$ cat src/rtl/tx_fsm_pkg.sv
`default_nettype none
// ============================================================================
// Module      : tx_fsm_pkg
// Description : Shared state encoding and helper function for the
//               transaction-layer flow-control supervisor.
// Revision    : 1.0 - initial release
// ============================================================================
package tx_fsm_pkg;

    localparam int ST_W = 3;

    localparam logic [ST_W-1:0] ST_RESET  = 3'd0;
    localparam logic [ST_W-1:0] ST_INIT   = 3'd1;
    localparam logic [ST_W-1:0] ST_IDLE   = 3'd2;
    localparam logic [ST_W-1:0] ST_ACTIVE = 3'd3;
    localparam logic [ST_W-1:0] ST_ERROR  = 3'd4;

    // Index of the lowest set bit; 0 when no bit is set. Sized for the
    // largest supported FIFO count so callers zero-extend and truncate.
    function automatic logic [3:0] lowest_set(input logic [15:0] v);
        logic [3:0] idx;
        idx = '0;
        for (int i = 15; i >= 0; i--) begin
            if (v[i]) begin
                idx = 4'(i);
            end
        end
        return idx;
    endfunction

endpackage
`default_nettype wire

$ cat src/rtl/tx_idle_hyst.sv
`default_nettype none
// ============================================================================
// Module      : tx_idle_hyst
// Description : Saturating counter of consecutive all-empty cycles. Flags
//               the cycle on which the count would reach IDLE_HOLD.
// Revision    : 1.0 - initial release
// ============================================================================
module tx_idle_hyst #(
    parameter int IDLE_HOLD = 2
) (
    input  logic clk,
    input  logic rst,
    input  logic i_en,
    input  logic i_all_empty,
    output logic o_hold_done
);

    localparam int               CNT_W  = $clog2(IDLE_HOLD + 1);
    localparam logic [CNT_W-1:0] C_HOLD = CNT_W'(IDLE_HOLD);
    localparam logic [CNT_W-1:0] C_LAST = CNT_W'(IDLE_HOLD - 1);

    logic [CNT_W-1:0] r_cnt_q;
    logic [CNT_W-1:0] w_cnt_d;

    // Count all-empty cycles while enabled; any busy or disabled cycle restarts.
    always_comb begin
        w_cnt_d = '0;
        if (i_en && i_all_empty) begin
            w_cnt_d = (r_cnt_q == C_HOLD) ? C_HOLD : r_cnt_q + CNT_W'(1);
        end
    end

    // Counter register.
    always_ff @(posedge clk) begin
        if (rst) begin
            r_cnt_q <= '0;
        end else begin
            r_cnt_q <= w_cnt_d;
        end
    end

    assign o_hold_done = i_en & i_all_empty & (r_cnt_q >= C_LAST);

endmodule
`default_nettype wire

$ cat src/rtl/tx_flow_fsm_param.sv
`default_nettype none
// ============================================================================
// Module      : tx_flow_fsm_param
// Description : Flow-control supervisor for NUM_FIFOS transaction-layer
//               FIFOs: threshold latching during INIT, idle hysteresis,
//               masked sticky error capture with first-failing index.
// Revision    : 1.0 - initial release
// ============================================================================
module tx_flow_fsm_param
    import tx_fsm_pkg::*;
#(
    parameter int NUM_FIFOS = 5,
    parameter int U_MFS     = 4,
    parameter int U_VCS     = 4,
    parameter int U_DS      = 4,
    parameter int IDLE_HOLD = 2,
    localparam int IDX_W    = $clog2(NUM_FIFOS)
) (
    input  logic                 clk,
    input  logic                 reset,
    input  logic                 init,
    input  logic [U_MFS-1:0]     umbral_MFs,
    input  logic [U_VCS-1:0]     umbral_VCs,
    input  logic [U_DS-1:0]      umbral_Ds,
    input  logic [NUM_FIFOS-1:0] FIFO_empties,
    input  logic [NUM_FIFOS-1:0] FIFO_errors,
    input  logic [NUM_FIFOS-1:0] error_mask,
    input  logic                 error_clear,
    output logic [U_MFS-1:0]     umbral_MFs_out,
    output logic [U_VCS-1:0]     umbral_VCs_out,
    output logic [U_DS-1:0]      umbral_Ds_out,
    output logic [ST_W-1:0]      present_state,
    output logic [ST_W-1:0]      next_state,
    output logic                 idle_out,
    output logic                 active_out,
    output logic                 error_out,
    output logic [NUM_FIFOS-1:0] error_vec,
    output logic [IDX_W-1:0]     error_idx
);

    logic [ST_W-1:0]      r_state_q;
    logic [ST_W-1:0]      w_state_d;
    logic [NUM_FIFOS-1:0] w_err_now;
    logic [IDX_W-1:0]     w_err_idx;
    logic                 w_all_empty;
    logic                 w_thr_valid;
    logic                 w_hold_done;
    logic [U_MFS-1:0]     r_mf_q;
    logic [U_VCS-1:0]     r_vc_q;
    logic [U_DS-1:0]      r_d_q;
    logic [NUM_FIFOS-1:0] r_err_vec_q;
    logic [IDX_W-1:0]     r_err_idx_q;

    assign w_err_now   = FIFO_errors & ~error_mask;
    assign w_err_idx   = IDX_W'(lowest_set(16'(w_err_now)));
    assign w_all_empty = &FIFO_empties;
    assign w_thr_valid = (|umbral_MFs) & (|umbral_VCs) & (|umbral_Ds);

    tx_idle_hyst #(
        .IDLE_HOLD (IDLE_HOLD)
    ) u_idle_hyst (
        .clk         (clk),
        .rst         (reset),
        .i_en        (r_state_q == ST_ACTIVE),
        .i_all_empty (w_all_empty),
        .o_hold_done (w_hold_done)
    );

    // State register.
    always_ff @(posedge clk) begin
        if (reset) begin
            r_state_q <= ST_RESET;
        end else begin
            r_state_q <= w_state_d;
        end
    end

    // Next-state selection: reset > error > init > normal flow.
    always_comb begin
        w_state_d = r_state_q;
        if (reset) begin
            w_state_d = ST_RESET;
        end else begin
            case (r_state_q)
                ST_RESET:  w_state_d = ST_INIT;
                ST_INIT: begin
                    if (|w_err_now)                 w_state_d = ST_ERROR;
                    else if (!init && w_thr_valid)  w_state_d = ST_IDLE;
                end
                ST_IDLE: begin
                    if (|w_err_now)                 w_state_d = ST_ERROR;
                    else if (init)                  w_state_d = ST_INIT;
                    else if (!w_all_empty)          w_state_d = ST_ACTIVE;
                end
                ST_ACTIVE: begin
                    if (|w_err_now)                 w_state_d = ST_ERROR;
                    else if (init)                  w_state_d = ST_INIT;
                    else if (w_hold_done)           w_state_d = ST_IDLE;
                end
                ST_ERROR: begin
                    if (error_clear && !(|w_err_now)) w_state_d = ST_INIT;
                end
                default:                            w_state_d = ST_RESET;
            endcase
        end
    end

    // Threshold latching in INIT and sticky error capture around ERROR.
    always_ff @(posedge clk) begin
        if (reset) begin
            r_mf_q      <= '0;
            r_vc_q      <= '0;
            r_d_q       <= '0;
            r_err_vec_q <= '0;
            r_err_idx_q <= '0;
        end else begin
            if (r_state_q == ST_INIT) begin
                r_mf_q <= umbral_MFs;
                r_vc_q <= umbral_VCs;
                r_d_q  <= umbral_Ds;
            end
            if (r_state_q != ST_ERROR && w_state_d == ST_ERROR) begin
                r_err_vec_q <= w_err_now;
                r_err_idx_q <= w_err_idx;
            end else if (r_state_q == ST_ERROR) begin
                if (w_state_d == ST_INIT) begin
                    r_err_vec_q <= '0;
                    r_err_idx_q <= '0;
                end else begin
                    r_err_vec_q <= r_err_vec_q | w_err_now;
                end
            end
        end
    end

    // Moore status decode and output wiring.
    always_comb begin
        present_state  = r_state_q;
        next_state     = w_state_d;
        idle_out       = (r_state_q == ST_IDLE);
        active_out     = (r_state_q == ST_ACTIVE);
        error_out      = (r_state_q == ST_ERROR);
        umbral_MFs_out = r_mf_q;
        umbral_VCs_out = r_vc_q;
        umbral_Ds_out  = r_d_q;
        error_vec      = r_err_vec_q;
        error_idx      = r_err_idx_q;
    end

endmodule
`default_nettype wire

$ cat config.mk
export PLATFORM = sky130hd
export DESIGN_NAME = tx_flow_fsm_param
export DESIGN_NICKNAME = d
export VERILOG_FILES = /design/src/rtl/tx_fsm_pkg.sv /design/src/rtl/tx_idle_hyst.sv /design/src/rtl/tx_flow_fsm_param.sv
export SDC_FILE = /design/constraint.sdc
export NUM_CORES = 1
export LEC_CHECK = 0
export BUFFER_PORTS_ARGS = -buffer_cell sky130_fd_sc_hd__buf_2
export CORE_MARGIN = 5
export CORE_UTILIZATION = 50
export CTS_BUF_LIST = sky130_fd_sc_hd__clkbuf_4
export DETAILED_ROUTE_END_ITERATION = 16
export PLACE_DENSITY = 0.83
export SETUP_SLACK_MARGIN = 0.05
export SLEW_MARGIN = 25
export SYNTH_ARGS = -nofsm -noshare
export SYNTH_HDL_FRONTEND = slang
export SYNTH_SLANG_ARGS = --single-unit
$ cat constraint.sdc
create_clock -name clk -period 4.26 [get_ports clk]
set_clock_uncertainty 0.05 [all_clocks]
set_input_delay 0.426 -clock clk [delete_from_list [all_inputs] [get_ports clk]]
set_output_delay 0.426 -clock clk [all_outputs]
set_load 0.01 [all_outputs]
==> flow_summary_export.csv, run 1 <==
group,metric,value,unit
floorplanning,die_area,3430,um^2
worst_setup_path,end_kind,"primary output",
clocking,path_clk_slew,0.12,ns
drt,drc,0,
floorplanning,coreArea,2230,um^2
drt,vias,1127,
worst_hold_path,hold_path_class,"input port to flip-flop",
clocking,cts_sinks,25,
sta,rsz0062_at_grt,"no",
sta,hold_slack,0.319,ns
clocking,insertion_delay,0.30,ns
synthesis,ys.flop_type,"dfxtp_1",
grt,grt_pass1_wl,4570,um
finish,drive_above_1_share,39.7,%
flow_run,cap_violations,0,
placement,gp_congestion,0.834,
worst_setup_path,worstPathRequired,3.78,ns
floorplanning,io_pins,60,
sta,fmax,437,MHz
synthesis,synth_edf_count,0,
clocking,holdBufCountCts,0,
sta,max_slew_margin,48.5,%
floorplanning,die_height,58.6,um
clocking,cts_tree,"yes",
sta,timing.final.crit_period,2.29,ns
synthesis,avgSynthCellArea,9.35,um^2
power,powerDensity,344,nW/um^2
finish,seqCellArea,500,um^2
worst_setup_path,crit_type,"input port to primary output",
synthesis,seq_area_frac_synth,42.5,%
synthesis,yosysWarnings,0,
drt,routed_wl,2980,um
sta,setup_violations,0,
power,leakage,0.000735,uW
synthesis,async_flop_share,0,%
worst_setup_path,critPathArrivalTime,1.81,ns
grt,grt.total_usage,16.9,%
clocking,htreeDepth,1,
placement,portBuffers,59,
sta,worst_slack,1.97,ns
clocking,postCtsSetupBuffers,0,
run_status,status,"finished, final reports clean",
synthesis,syn_nets,159,
drt,drt-pass1-iter-count,4,
finish,antennaDiodeCount,0,
clocking,cts_max_path_buffers,2,
worst_setup_path,start_kind,"input port",
placement,place_ws,1.98,ns
grt,first_global_vias,1075,
clocking,cts-root-buf,"clkbuf_4",
finish,fin_nets,218,
grt,overflow,0,
synthesis,synth_cells,126,
sta,period_share,53.7,%
finish,nFillCells,202,
grt,grt_max_degree,19,
finish,synthToLayoutAreaGrowth,29.0,%
finish,multi_input_area,644,um^2
clocking,numCtsBuffers,3,
floorplanning,initial_core_util,52.8,%
floorplanning,die_w,58.6,um
sta,hold_violations,0,
synthesis,synth_seq_cells,25,
drt,drt_iter0_drc,15,
drt,wire_per_inst,14.1,um
placement,hpwl,2470,um
drt,via_per_inst,5.32,
sta,setup-tns-final,0,ns
grt,antenna_found_initial,0,
sta,drv_slew,0,
synthesis,yosysUniqueCellTypes,31,
power,irDropWorstVdd,0.000265,V
drt,drtAntennaViolNets,0,
worst_setup_path,crit_path_max_fanout,4,
synthesis,netlist_area,1180,um^2
floorplanning,fp-row-count,17,
clocking,cts_resized,0,
sta,worst_pin_slew,0.771,ns
-- cell usage in the layout (no fill, tap or decap), types with 3 or more instances in the layout --
cell type | netlist | layout
a32o_1 | 3 | 3
nor4_1 | 6 | 6
a21oi_1 | 3 | 3
nand2_1 | 4 | 4
clkbuf_4 | 0 | 4
nand2b_1 | 4 | 4
o221a_2 | 3 | 3
buf_2 | 2 | 59
nor2_1 | 24 | 23
o21ai_0 | 4 | 4
nor2b_1 | 5 | 5
mux2i_1 | 12 | 12
dfxtp_1 | 25 | 25
inv_1 | 4 | 4
-- power by group --
part	leakage, uW	internal [uW]	switching (uW)
clock network	0.0000184	42.8	62.7
logic	0.000512	66.1	82.0
registers	0.000204	254	15.3
total	0.000735	363	160
-- metrics by stage --
stage          total power [uW]  utilization [%]  area [um^2]  cells
6_report                    523             68.1         1520    212
5_1_grt                     556             68.1         1520    212
4_1_cts                     528             68.1         1520    212
3_5_place_dp                423             66.7         1490    208
3_3_place_gp                416             66.6         1490    208
2_1_floorplan               367                -         1180    126
-- Yosys cell counts, types with 3 or more instances --
master    instances  area [um^2]
a21oi_1           3         15.0
a32o_1            3         30.0
clkbuf_1          3         11.3
dfxtp_1          25          500
inv_1             4         15.0
mux2i_1          12          120
nand2_1           4         15.0
nand2b_1          4         25.0
nor2_1           24         90.1
nor2b_1           5         31.3
nor4_1            6         37.5
o21ai_0           4         20.0
o221a_2           3         33.8
-- state kept, by name, indices dropped and copies added (netlist names) --
signal	cells
umbral_Ds_out	4
u_idle_hyst.r_cnt_q	2
umbral_MFs_out	4
umbral_VCs_out	4
present_state	3
error_idx	3
error_vec	5
-- critical path, cell delays in order --
cell and delay [ns]:
buf_2 0.11, nor2b_4 0.13, or4_4 0.56, o21ai_0 0.27, a22o_1 0.18, buf_2 0.13
-- path summary, 6_finish.rpt --
path                                  to  depth (start not counted)                   start  slack [ns]
setup / recovery           next_state[0]                          6          FIFO_errors[2]        1.97
hold / removal         umbral_MFs_out[0]                          3           umbral_MFs[0]        0.32
setup reg to reg       umbral_VCs_out[1]                          4        present_state[0]        2.54
hold reg to reg   u_idle_hyst.r_cnt_q[0]                          1  u_idle_hyst.r_cnt_q[0]        0.38
-- routing by layer --
| metal | share of wire, % | global-route usage [%] | vias up | wire (um) |
|---|---|---|---|---|
| met1 | 40 | 19.6 | 524 | 1190 |
| li1 | - | - | 566 | - |
| met5 | 0 | 0 | - | 0 |
| met3 | 7.0 | 2.63 | 2 | 208 |
| met2 | 52 | 32.1 | 35 | 1570 |
| met4 | 0.47 | 3.64 | 0 | 14 |
-- logic make-up after synthesis --
| group | share of synthesized area (%) |
|---|---|
| AO/OA/AOI/OAI | 15.8 |
| XOR/XNOR | 0.743 |
| adder cells (fa/ha/maj) | 2.12 |
| buffers and inverters | 3.08 |
| flip-flops | 42.5 |
| multiplexers | 10.2 |
| AND/OR/NAND/NOR | 25.6 |
-- cell type report --
type	count	area share [%]
multi-input cells	92	42.4
well taps	28	2.30
repair buffers	59	19.4
inverters	4	0.988
clock buffers	4	1.98
flip-flops and latches	25	32.9
(Power assumes the default switching activity.)
==> run 2: changes to the inputs <==
Settings changed: CORE_UTILIZATION 50 to 42, PLACE_DENSITY 0.83 to 0.74.
Clock period 4.26 ns to 1.9 ns, I/O delays scaled along.
==> flow_summary_export.csv, run 2 (same netlist as run 1, synthesis figures left out) <==
group,metric,value,unit
worst_setup_path,start_kind,"flip-flop",
finish,seqCellArea,504,um^2
finish,antennaDiodeCount,0,
drt,drtAntennaViolNets,0,
finish,largest_register_ffs,5,
drt,drc,0,
grt,overflow,0,
sta,max_slew_margin,72.9,%
sta,period_share,98.4,%
power,irDropWorstVdd,0.000534,V
clocking,cts_sinks,25,
drt,drt_iter0_drc,30,
grt,antenna_found_initial,0,
floorplanning,die_height,63.0,um
floorplanning,initial_core_util,43.1,%
floorplanning,coreArea,2730,um^2
sta,fmax,535,MHz
finish,fin_nets,223,
finish,nFillCells,259,
flow_run,cap_violations,0,
run_status,status,"finished, final reports clean",
placement,hpwl,2430,um
drt,drt-pass1-iter-count,4,
floorplanning,io_pins,60,
power,leakage,0.000766,uW
grt,grt.total_usage,16.1,%
worst_hold_path,hold_path_class,"input port to flip-flop",
sta,hold_violations,0,
sta,worst_pin_slew,0.403,ns
clocking,cts_max_path_buffers,2,
grt,first_global_vias,1253,
drt,routed_wl,2970,um
finish,final_core_util,58.1,%
placement,gp_congestion,0.817,
drt,via_per_inst,5.29,
worst_setup_path,crit_path_max_fanout,2,
floorplanning,die_w,63.0,um
clocking,cts-root-buf,"clkbuf_4",
worst_setup_path,critPathArrivalTime,1.63,ns
clocking,cts_tree,"yes",
clocking,numCtsBuffers,3,
finish,most-common-layout-cells,"buf_2 (59), nor2_1 (23), dfxtp_1 (22)",
worst_setup_path,crit_type,"flip-flop to primary output",
grt,grt_pass1_wl,5330,um
finish,synthToLayoutAreaGrowth,34.7,%
clocking,path_clk_slew,0.13,ns
finish,final_common_cell,"buf_2",
floorplanning,die_area,3970,um^2
floorplanning,fp-row-count,19,
power,power,1190,uW
worst_setup_path,end_kind,"primary output",
sta,timing.final.crit_period,1.87,ns
finish,multi_input_area,667,um^2
worst_setup_path,worstPathRequired,1.66,ns
sta,rsz0062_at_grt,"yes",
grt,grt_max_degree,19,
drt,wire_per_inst,13.5,um
placement,portBuffers,59,
clocking,insertion_delay,0.30,ns
sta,setup_violations,0,
clocking,htreeDepth,1,
power,powerDensity,749,nW/um^2
drt,vias,1164,
finish,drive_above_1_share,45.0,%
sta,drv_slew,0,
==> run 2: final timing paths <==
check                                       startpoint  cells past startpoint                      to  slack [ns]
worst max register to register        present_state[2]                      3            error_idx[1]        0.37
worst min-delay path                     umbral_VCs[2]                      3       umbral_VCs_out[2]        0.08
worst min register to register  u_idle_hyst.r_cnt_q[0]                      1  u_idle_hyst.r_cnt_q[0]        0.38
worst max-delay path            u_idle_hyst.r_cnt_q[1]                      7           next_state[0]        0.03
==> run 2: through the flow <==
step / instances / hold slack (ns) / area, um^2 / setup TNS, ns / setup slack [ns]
2_1_floorplan: 126 / 0.287 / 1180 / 0 / 0.310
3_3_place_gp: 214 / 0.359 / 1510 / 0 / 0.129
3_5_place_dp: 214 / 0.375 / 1510 / 0 / 0.0805
4_1_cts: 219 / 0.0764 / 1560 / -0.0663 / -0.0465
5_1_grt: 220 / 0.0765 / 1590 / -0.0852 / -0.0601
6_report: 220 / 0.0778 / 1590 / 0 / 0.0301
==> run 2: cell type report <==
class | count | area share, %
timing repair buffer | 64 | 21.0
multi-input combinational | 92 | 42.0
tap | 31 | 2.44
clock buffer | 4 | 1.89
inverter | 4 | 0.946
sequential | 25 | 31.8
==> run 2: power breakdown <==
part,switching [uW],internal [uW],leakage [uW]
clock network,143,96.1,0.0000184
logic,182,161,0.000543
registers,36.4,571,0.000205
==> run 2: critical path, cell delays in order (launching register included) <==
cell,delay (ns)
dfxtp_2,0.36
inv_2,0.04
ha_4,0.14
a21o_1,0.15
o31ai_2,0.17
o21ai_1,0.11
a22o_1,0.20
buf_2,0.14
==> run 2: what timing repair did <==
item	4_1_cts	5_1_grt
hold buffers	0	0
resized for setup	6	5
endpoints found under the setup margin	2	2
pin swaps	4	1
buffers inserted	1	1
==> run 2: per-layer routing <==
metal,routed length (um),up-vias,track usage (%)
li1,-,588,-
met1,1240,536,17.8
met2,1530,33,28.8
met3,161,7,4.14
met4,44,0,6.63
met5,0,-,0
==> run 3: changes to the inputs <==
Settings changed: BUFFER_PORTS_ARGS -buffer_cell sky130_fd_sc_hd__buf_2 to not set, CORE_UTILIZATION 42 to 58, DONT_BUFFER_PORTS set to 1, PLACE_DENSITY 0.74 to 0.72.
==> flow_summary_export.csv, run 3 (same netlist as run 1, synthesis figures left out) <==
group,metric,value,unit
finish,fin_nets,179,
worst_setup_path,end_kind,"primary output",
sta,hold_violations,0,
sta,timing.final.crit_period,1.85,ns
drt,drt-pass1-iter-count,4,
drt,routed_wl,2970,um
placement,portBuffers,0,
sta,period_share,97.5,%
clocking,numCtsBuffers,3,
grt,antenna_found_initial,0,
worst_setup_path,cp_cell_sequence,"inv_2 > ha_2 > a21o_1 > o31ai_2 > o21ai_1 > a22o_1",
worst_setup_path,crit_path_max_fanout,2,
sta,rsz0062_at_grt,"yes",
power,power,1150,uW
floorplanning,io_pins,60,
sta,hold_slack,0.0104,ns
grt,grt.total_usage,20.2,%
clocking,insertion_delay,0.32,ns
power,irDropWorstVdd,0.000599,V
placement,hpwl,2090,um
run_status,status,"finished, final reports clean",
clocking,cts_tree,"yes",
clocking,cts_sinks,25,
worst_setup_path,critPathArrivalTime,1.61,ns
drt,via_per_inst,5.94,
sta,fmax,540,MHz
power,p_clk_share,21.3,%
sta,setup_violations,0,
grt,grt_pass1_wl,4350,um
worst_setup_path,max_stage_delay,0.36,ns
finish,most-common-layout-cells,"nor2_1 (23), dfxtp_1 (23), dlygate4sd3_1 (13)",
worst_setup_path,critPathSlowestCell,"dfxtp_2",
worst_hold_path,hold_path_class,"input port to flip-flop",
finish,antennaDiodeCount,0,
power,powerDensity,806,nW/um^2
clocking,cts-root-buf,"clkbuf_4",
floorplanning,die_area,3030,um^2
worst_setup_path,worstPathRequired,1.66,ns
drt,drc,0,
finish,nFillCells,143,
drt,vias,1021,
grt,first_global_vias,957,
clocking,cts_max_path_buffers,2,
grt,overflow,0,
floorplanning,die_w,55.1,um
clocking,htreeDepth,1,
flow_run,cap_violations,0,
power,p_seq_share,54.7,%
worst_setup_path,start_kind,"flip-flop",
sta,max_slew_margin,66.2,%
sta,drv_slew,0,
floorplanning,fp-row-count,16,
floorplanning,initial_core_util,60.7,%
clocking,path_clk_slew,0.14,ns
power,p_sw,365,uW
finish,synthToLayoutAreaGrowth,20.6,%
finish,largest_register_ffs,5,
grt,grt_max_degree,16,
drt,wire_per_inst,17.2,um
power,p_int,781,uW
sta,worst_pin_slew,0.505,ns
finish,drive_above_1_share,20.0,%
drt,drt_iter0_drc,14,
placement,gp_congestion,0.753,
power,leakage,0.000551,uW
floorplanning,coreArea,1940,um^2
worst_setup_path,crit_type,"flip-flop to primary output",
drt,drtAntennaViolNets,0,
floorplanning,die_height,55.1,um
power,combPwrFrac,24.0,%
power,switching_share,31.9,%
[run 3: changes by cell type in the layout (fill, tap and decap cells not counted), sizes merged]
cell | before | now
buf | 64 | 7
clkbuf | 4 | 3
clkinvlp | 0 | 1
dlygate4sd3 | 0 | 13
[run 3: layout make-up]
cell class,instances,area (um^2),share of cell area (%)
Multi-Input combinational cell,92,657,46.2
Sequential cell,25,503,35.4
Timing Repair Buffer,20,183,12.9
Tap cell,27,33.8,2.38
Clock buffer,3,22.5,1.58
Inverter,4,15.0,1.06
Clock inverter,1,7.51,0.528
[run 3: per-stage QoR]
step | area [um^2] | utilization, % | setup TNS [ns] | cells | setup slack [ns]
global placement | 1220 | 62.9 | 0 | 152 | 0.317
global route | 1420 | 73.2 | -0.0361 | 172 | -0.0361
finish | 1420 | 73.2 | 0 | 172 | 0.0475
detailed placement | 1220 | 62.9 | 0 | 152 | 0.290
CTS | 1380 | 71.3 | 0 | 169 | 0.0313
floorplan | 1180 | - | 0 | 126 | 0.310
[run 3: timing repair]
action	in CTS	in global routing
hold endpoints to repair	13	1
resized for setup	3	7
hold buffers	12	1
endpoints found under the setup margin	2	2
setup buffers	1	2
pin swaps	2	4
[run 3: power groups by stage]
| stage | Clock [uW] | Sequential, uW | Combinational [uW] |
|---|---|---|---|
| after floorplan | 0 | 626 | 196 |
| after global placement | 0 | 636 | 226 |
| after detailed placement | 0 | 637 | 232 |
| after CTS | 250 | 626 | 263 |
| after global routing | 270 | 634 | 298 |
| final | 244 | 627 | 275 |
[run 3: critical path, delay by kind of cell, from the launching register on]
family / cells / cell delay [ns]
fa+ha+maj: 1 / 0.16
flops: 1 / 0.36
buf+inv: 1 / 0.03
compound gates: 4 / 0.74
[run 3: final timing paths]
check | from | endpoint | slack [ns] | cells after the start
max reg2reg | u_idle_hyst.r_cnt_q[1] | present_state[0] | 0.28 | 8
max | u_idle_hyst.r_cnt_q[1] | next_state[0] | 0.05 | 6
min reg2reg | u_idle_hyst.r_cnt_q[0] | u_idle_hyst.r_cnt_q[0] | 0.37 | 1
min | reset | u_idle_hyst.r_cnt_q[1] | 0.01 | 3
[run 3: layer usage]
metal  up-vias  global-route usage, %  wire length, um
met5         -                      0                0
met4         0                   7.29               31
met3         4                   4.29              287
met2        51                   33.9             1480
met1       471                   25.4             1170
li1        495                      -                -
